File: config.mk
export PLATFORM = sky130hd
export DESIGN_NAME = clk_div_ctrl
export DESIGN_NICKNAME = d
export VERILOG_FILES = /design/src/rtl/clk_div_pkg.sv /design/src/rtl/div_counter.sv /design/src/rtl/clk_div_ctrl.sv
export SDC_FILE = /design/constraint.sdc
export NUM_CORES = 1
export LEC_CHECK = 0
export ABC_AREA = 1
export BUFFER_PORTS_ARGS = -buffer_cell sky130_fd_sc_hd__buf_2
export CORE_MARGIN = 2
export CORE_UTILIZATION = 61
export DETAILED_ROUTE_END_ITERATION = 7
export PLACE_DENSITY = 0.81
export SLEW_MARGIN = 15
export SYNTH_ARGS = -nofsm -noshare
export SYNTH_HDL_FRONTEND = slang
export SYNTH_SLANG_ARGS = --single-unit
File: constraint.sdc
create_clock -name iclk -period 3 [get_ports iclk]
set_input_delay 0.45 -clock iclk [delete_from_list [all_inputs] [get_ports iclk]]
set_output_delay 0.45 -clock iclk [all_outputs]
set_load 0.05 [all_outputs]
File: src/rtl/clk_div_pkg.sv
// Shared types and defaults for the clock divider controller and its counter datapath.
package clk_div_pkg;

  localparam int unsigned DivWidth   = 16;
  localparam int unsigned DefaultDiv = 1;

  typedef enum logic [1:0] {
    StStop,
    StRun,
    StPend
  } state_e;

endpackage

File: src/rtl/div_counter.sv
// Half-period counter and output toggle; strobes flag the cycle before oclk rises or falls.
module div_counter
  import clk_div_pkg::*;
#(
  parameter int unsigned W = DivWidth
) (
  input  logic         clk_i,
  input  logic         clear_i,
  input  logic         run_i,
  input  logic [W-1:0] div_i,
  output logic         clk_o,
  output logic         rise_o,
  output logic         fall_o
);

  logic [W-1:0] cnt_q, cnt_d;
  logic         clk_q, clk_d;
  logic         wrap;

  assign wrap = run_i && (cnt_q == div_i - W'(1));

  always_comb begin
    cnt_d = cnt_q;
    clk_d = clk_q;
    if (run_i) begin
      if (wrap) begin
        cnt_d = '0;
        clk_d = ~clk_q;
      end else begin
        cnt_d = cnt_q + W'(1);
      end
    end
  end

  always_ff @(posedge clk_i) begin
    if (clear_i) begin
      cnt_q <= '0;
      clk_q <= 1'b0;
    end else begin
      cnt_q <= cnt_d;
      clk_q <= clk_d;
    end
  end

  assign clk_o  = clk_q;
  assign rise_o = wrap & ~clk_q;
  assign fall_o = wrap & clk_q;

endmodule

File: src/rtl/clk_div_ctrl.sv
// Divided-clock controller: run/stop FSM plus divisor-load handshake around div_counter.
module clk_div_ctrl
  import clk_div_pkg::*;
#(
  parameter int unsigned W           = DivWidth,
  parameter int unsigned DEFAULT_DIV = DefaultDiv
) (
  input  logic         iclk,
  input  logic         irst,
  input  logic         ien,
  input  logic [W-1:0] idiv,
  input  logic         ivalid,
  output logic         oready,
  output logic         oclk,
  output logic         otick,
  output logic         obusy,
  output logic         oerr
);

  state_e       state_q;
  logic [W-1:0] div_q;
  logic [W-1:0] pend_q;
  logic         otick_q, oerr_q, obusy_q, oready_q;
  logic         rise, fall;
  logic         xfer, load;

  assign xfer = ivalid & oready_q;
  assign load = xfer & (idiv != '0);

  div_counter #(
    .W(W)
  ) u_counter (
    .clk_i  (iclk),
    .clear_i(irst),
    .run_i  (state_q != StStop),
    .div_i  (div_q),
    .clk_o  (oclk),
    .rise_o (rise),
    .fall_o (fall)
  );

  always_ff @(posedge iclk) begin
    if (irst) begin
      state_q  <= StStop;
      div_q    <= W'(DEFAULT_DIV);
      pend_q   <= '0;
      otick_q  <= 1'b0;
      oerr_q   <= 1'b0;
      obusy_q  <= 1'b0;
      oready_q <= 1'b1;
    end else begin
      otick_q <= rise;
      oerr_q  <= xfer & (idiv == '0);
      unique case (state_q)
        StStop: begin
          if (load) div_q <= idiv;
          if (ien) begin
            state_q <= StRun;
            obusy_q <= 1'b1;
          end
        end
        StRun: begin
          // Stopping on this boundary: a coincident load behaves like a load in STOP.
          if (fall && !ien) begin
            state_q <= StStop;
            obusy_q <= 1'b0;
            if (load) div_q <= idiv;
          end else if (load) begin
            pend_q   <= idiv;
            state_q  <= StPend;
            oready_q <= 1'b0;
          end
        end
        StPend: begin
          if (fall) begin
            div_q    <= pend_q;
            oready_q <= 1'b1;
            if (ien) begin
              state_q <= StRun;
            end else begin
              state_q <= StStop;
              obusy_q <= 1'b0;
            end
          end
        end
        default: state_q <= StStop;
      endcase
    end
  end

  assign otick  = otick_q;
  assign oerr   = oerr_q;
  assign obusy  = obusy_q;
  assign oready = oready_q;

endmodule

==> reports/qor.yml, run 1 <==
run_status:
  status: "completed"
routing:
  vias: 3234
  antenna_left: 0
  drc: 0
  drtIter0Drc: 175
  routedWlPerCell_um: 12.8
  via_per_inst: 5.28
  wirelength_mm: 7.85
  drt-pass1-iter-count: 6
critical_path:
  worst_r2r_endpoint: "div_q[11]"
  reg2reg_depth: 16
  path_class: "reg -> reg"
  worstPathRequired_ns: 3.22
  crit_path_frequent_cell: "nand2_1"
  r2r_start: "div_q[0]"
  crit_arrival_ns: 2.83
  endpoint_kind: "register"
  rrSetupSlack_ns: 0.38
  slowest_stage: "dfxtp_1"
  crit_chain: "inv_2, ha_1, nand2_1, nand2_1, nand2_1, nand2_1, nor2_2, nand3_2, nor2_4, nand3_4, nor2_4, nand3_4, nand2_4, nand3_4, nor2_1, nor2_1"
  cp_max_fo: 31
  crit_end: "div_q[11]"
  slowest_delay_ns: 0.47
  startpoint_type: "register"
  startpoint: "div_q[0]"
clock_tree:
  clockRootBuffer: "clkbuf_8"
  tritoncts: "done"
  cts.clk_slew.worst_paths_ns: 0.11
  postCtsSetupBuffers: 0
  cts_max_level: 2
  clock_sinks: 55
  cts_hold_buf: 0
  cts_resized: 0
  clk_latency_ns: 0.32
  cts.path.max_buffers: 2
  cts_made_buffers: 5
sta:
  rsz0062_at_grt: "false"
  finalCriticalPeriod_ns: 2.62
  slew-limit-headroom_pct: 68.9
  hold_violations: 0
  maxSlewViolCount: 0
  skew_ns: 0.0148
  fmax_mhz: 382
  max_slew.worst_pin.slew_ns: 0.462
  fin_ws_ns: 0.382
  period_share_pct: 87.3
  finalSetupViolCount: 0
  tns_ns: 0
floorplan:
  initial_core_util_pct: 63.0
  rows: 27
  core_area_sq_um: 5470
  ios: 25
  die_x_um: 79.2
  die_area_sq_um: 6270
  die_h_um: 79.2
logic_synthesis:
  syn-cell-area_sq_um: 3450
  ys_ff_latch: 55
  syn_inst: 520
  syn_nets: 546
  synth_cell_types: 33
  yosysWarnings: 0
  syn_area_per_cell_sq_um: 6.63
  yosysSeqAreaShare_pct: 32.0
placed_design:
  gp_congestion: 1.01
  dp_slack_ns: 0.407
  hpwl_mm: 6.09
  port_buffers: 24
global_routing:
  grt_usage_pct: 26.8
  antenna_found_initial: 0
  grt_overflow_total: 0
  grt_pass1_wl_mm: 13.4
  grt_max_degree: 32
  grt_pass1_vias: 3074
layout:
  drive_gt1_share_pct: 15.5
  final_common_cell: "nand2_1"
  area_growth_pct: 7.95
  final_core_util_pct: 68.0
  layout_common_cells: "nand2_1 (151), nor2_1 (84), dfxtp_1 (55), inv_1 (54), nand3_1 (27)"
  fin_nets: 566
  n_antenna_cell: 0
pwr:
  power.density_nw_per_um2: 917
  ir_drop_uv: 703
  p_leak_nw: 1.68
  power_mw: 3.41
hold_path:
  hold_class: "in -> reg"
job:
  max_cap_viol_count: 0
## logic make-up (layout without fill, tap and decap cells)
family                     count (synthesis)  in the layout  synth area share, %
DFF                                       55             55                 32.0
and+or+nand+nor                          313            313                 41.7
muxes                                     12             12                 3.92
buffers and inverters                     74             95                 8.79
adders and majority gates                  6              6                 2.18
xor gates and xnor gates                  18             18                 4.79
AOI/OAI and AO/OA                         42             42                 6.64
## worst min path at each step
stage,start,to,depth (start not counted),slack [ns]
2_1_floorplan,pend_q[13],pend_q[13],2,0.44
3_3_place_gp,pend_q[8],pend_q[8],2,0.45
3_5_place_dp,pend_q[1],pend_q[1],2,0.46
4_1_cts,idiv[15],pend_q[15],3,0.37
5_1_grt,idiv[8],pend_q[8],3,0.39
6_report,idiv[15],pend_q[15],3,0.38
## per-layer routing
layer,vias up,routed length (um),track usage (%)
li1,1670,-,-
met1,1452,3470,32.2
met2,92,3800,47.7
met3,20,342,4.09
met4,0,241,10.9
met5,-,0,0
## per-stage QoR
stage | std cells | area [sq um] | hold slack (ns)
2_1_floorplan | 520 | 3450 | 0.440
3_3_place_gp | 605 | 3600 | 0.449
3_5_place_dp | 605 | 3600 | 0.455
4_1_cts | 613 | 3720 | 0.373
5_1_grt | 613 | 3720 | 0.390
6_report | 613 | 3720 | 0.381
## final cells by class
class	instances	area, sq um
tap	72	90.1
multi-input combinational	391	2040
sequential	55	1100
fill	507	1750
inverter	60	225
clock buffer	5	68.8
timing repair buffer	27	143
clock inverter	3	50.0
## Yosys cell counts
cell type | number | area, sq um
nand2_4 | 2 | 22.5
xor2_2 | 1 | 16.3
and2_1 | 1 | 6.26
nor2_1 | 84 | 315
buf_4 | 1 | 7.51
nand2_2 | 5 | 31.3
nand3_4 | 4 | 70.1
nand2_1 | 151 | 567
nor4_1 | 7 | 43.8
nand3_2 | 2 | 20.0
nand3b_4 | 1 | 20.0
nand3_1 | 27 | 135
ha_1 | 6 | 75.1
inv_1 | 54 | 203
nor2_4 | 6 | 67.6
nand3b_1 | 2 | 15.0
o22ai_1 | 1 | 6.26
o21ai_0 | 15 | 75.1
a211oi_1 | 2 | 15.0
inv_2 | 6 | 22.5
buf_2 | 5 | 25.0
nor3_1 | 6 | 30.0
buf_6 | 2 | 22.5
mux2_2 | 12 | 135
nand4_1 | 7 | 43.8
nor2_2 | 8 | 50.1
xnor2_1 | 7 | 61.3
o21ai_1 | 2 | 10.0
xor2_1 | 10 | 87.6
dfxtp_1 | 55 | 1100
a21oi_1 | 20 | 100
clkbuf_1 | 6 | 22.5
o21bai_2 | 2 | 22.5
## sequential cells by signal, summed over array words and instances (netlist names)
name             count
obusy                1
pend_q              16
u_counter.clk_o      1
div_q               16
u_counter.cnt_q     16
oerr                 1
otick                1
oready               1
state_q              2
## worst max-delay path, delay by kind of cell (launching register included)
kind	cells	cell delay [ns]
fa+ha+maj	1	0.25
buf+inv	1	0.07
flops	1	0.47
simple gates	14	1.71
## power by group
| group | leakage [nW] | switching, mW | internal (mW) | total, mW |
|---|---|---|---|---|
| Clock | 0.0607 | 0.264 | 0.258 | 0.522 |
| Sequential | 0.449 | 0.167 | 0.882 | 1.05 |
| Combinational | 1.17 | 1.20 | 0.639 | 1.84 |
| Total | 1.68 | 1.63 | 1.78 | 3.41 |
Note: power is estimated with default switching activity, not from simulation.
==> inputs of run 2 (changes only) <==
--- a/config.mk
+++ b/config.mk
@@ -8,9 +8,9 @@
 export ABC_AREA = 1
 export BUFFER_PORTS_ARGS = -buffer_cell sky130_fd_sc_hd__buf_2
 export CORE_MARGIN = 2
-export CORE_UTILIZATION = 61
+export CORE_UTILIZATION = 39
+export CTS_CLUSTER_SIZE = 40
 export DETAILED_ROUTE_END_ITERATION = 7
-export PLACE_DENSITY = 0.81
 export SLEW_MARGIN = 15
 export SYNTH_ARGS = -nofsm -noshare
 export SYNTH_HDL_FRONTEND = slang
==> reports/qor.yml, run 2 (synthesis results as in run 1) <==
run_status:
  status: "completed"
pwr:
  power.density_nw_per_um2: 886  # -3.4%
  p_leak_nw: 1.68  # -0.42%
  ir_drop_uv: 510  # -27%
  power_mw: 3.32  # -2.8%
layout:
  layout_common_cells: "nand2_1 (151), nor2_1 (84), dfxtp_1 (55), inv_1 (54), nand3_1 (27)"
  final_common_cell: "nand2_1"
  drive_gt1_share_pct: 15.7  # +0.16 points
  final_core_util_pct: 43.4  # -25 points
  instances_no_fill: 650  # +6.0%
  n_antenna_cell: 0  # unchanged
  fin_nets: 567  # +0.18%
  n_fill_cell: 950  # +87%
  largestRegisters: "div_q: 16 flops, pend_q: 16 flops, u_counter.cnt_q: 16 flops"
  area_growth_pct: 8.68
floorplan:
  die_x_um: 98.0  # +24%
  rows: 34  # +26%
  ios: 25  # unchanged
  core_area_sq_um: 8640  # +58%
  initial_core_util_pct: 39.9  # -23 points
  die_area_sq_um: 9600  # +53%
  die_h_um: 98.0  # +24%
routing:
  antenna_left: 0  # unchanged
  wirelength_mm: 7.95  # +1.2%
  drc: 0  # unchanged
  routedWlPerCell_um: 12.2  # -4.5%
  via_per_inst: 4.88  # -7.5%
  vias: 3172  # -1.9%
  drt-pass1-iter-count: 5  # -1
  drtIter0Drc: 132  # -25%
critical_path:
  crit_arrival_ns: 2.81  # -0.02 ns
  worstPathRequired_ns: 3.22  # about the same
  endpoint_kind: "register"
  startpoint_type: "register"
  r2r_start: "div_q[0]"
  path_class: "reg -> reg"
  cp_max_fo: 31  # unchanged
  startpoint: "div_q[0]"
sta:
  fmax_mhz: 386  # +1.1%
  slew-limit-headroom_pct: 66.2  # -2.7 points
  rsz0062_at_grt: "false"
  skew_ns: 0.00923  # -0.00554 ns
  hold_violations: 0  # unchanged
  finalSetupViolCount: 0  # unchanged
  max_slew.worst_pin.slew_ns: 0.502  # +0.0407 ns
  finalCriticalPeriod_ns: 2.59  # -0.0273 ns
  tns_ns: 0  # unchanged
  maxSlewViolCount: 0  # unchanged
  period_share_pct: 86.4  # -0.91 points
global_routing:
  antenna_found_initial: 0  # unchanged
  grt_usage_pct: 16.9  # -9.9 points
  grt_pass1_wl_mm: 13.4  # -0.25%
  grt_pass1_vias: 2952  # -4.0%
  grt_overflow_total: 0  # unchanged
  grt_max_degree: 32  # unchanged
clock_tree:
  cts.path.max_buffers: 2  # unchanged
  cts_max_level: 2  # unchanged
  cts_hold_buf: 0  # unchanged
  tritoncts: "done"
  postCtsSetupBuffers: 0  # unchanged
  clk_latency_ns: 0.32  # about the same
  cts.clk_slew.worst_paths_ns: 0.11  # about the same
  clockRootBuffer: "clkbuf_8"
  clock_sinks: 55  # unchanged
  cts_made_buffers: 5  # unchanged
  cts_resized: 0  # unchanged
placed_design:
  gp_congestion: 0.943  # -7.0%
  port_buffers: 24  # unchanged
  place_inst: 642  # +6.1%
  hpwl_mm: 6.19  # +1.7%
hold_path:
  hold_start: "idiv[1]"
  hold_class: "in -> reg"
job:
  max_cap_viol_count: 0  # unchanged
## run 2: cell types whose count changed in the layout (fill, tap and decap cells not counted), sizes merged
cell and change:
buf +1, bufinv -1, clkinv +1
## run 2: worst max-delay path: stages, from the launching register on
cell and delay (ns):
dfxtp_1 0.38, inv_2 0.09, ha_1 0.23, nand3_4 0.12, nor2_1 0.17, nand2_1 0.11, nand3_1 0.12, nand2_1 0.07
nor2_2 0.14, nand3_2 0.13, nor2_4 0.15, nand3_4 0.13, nand2_4 0.11, nand3_4 0.26, nor2_1 0.21, nor2_1 0.06
## run 2: worst paths after layout
path	end	slack, ns	depth (start not counted)
worst max-delay path	div_q[11]	0.41	15
worst min-delay path	pend_q[1]	0.38	3
worst max register to register	div_q[11]	0.41	15
worst min register to register	pend_q[9]	0.47	2
## run 2: per-layer routing
| metal | GRT usage [%] | wire length (um) | up-vias |
|---|---|---|---|
| met5 | 0 | 0 | - |
| met4 | 4.81 | 151 | 0 |
| met3 | 2.72 | 266 | 16 |
| met2 | 28.7 | 3720 | 50 |
| met1 | 22.2 | 3810 | 1433 |
| li1 | - | - | 1673 |
## run 2: power breakdown
group / internal (mW) / total, mW / switching, mW
clock: 0.170 / 0.441 / 0.271
combinational: 0.647 / 1.83 / 1.19
sequential: 0.882 / 1.04 / 0.161
total: 1.70 / 3.32 / 1.62
## run 2: cell type report
type,count,area (sq um),share of cell area [%]
well taps,108,135,3.61
multi-input cells,391,2040,54.5
clock inverters,3,22.5,0.601
flip-flops and latches,55,1100,29.4
inverters,60,225,6.01
clock buffers,5,68.8,1.84
repair buffers,28,150,4.01
## run 2: metrics by stage
| stage | hold WS (ns) | instance area (sq um) | worst slack [ns] |
|---|---|---|---|
| floorplan | 0.440 | 3450 | 0.765 |
| global placement | 0.449 | 3650 | 0.491 |
| detailed placement | 0.455 | 3650 | 0.386 |
| CTS | 0.372 | 3740 | 0.367 |
| global route | 0.371 | 3740 | 0.127 |
| finish | 0.383 | 3740 | 0.409 |
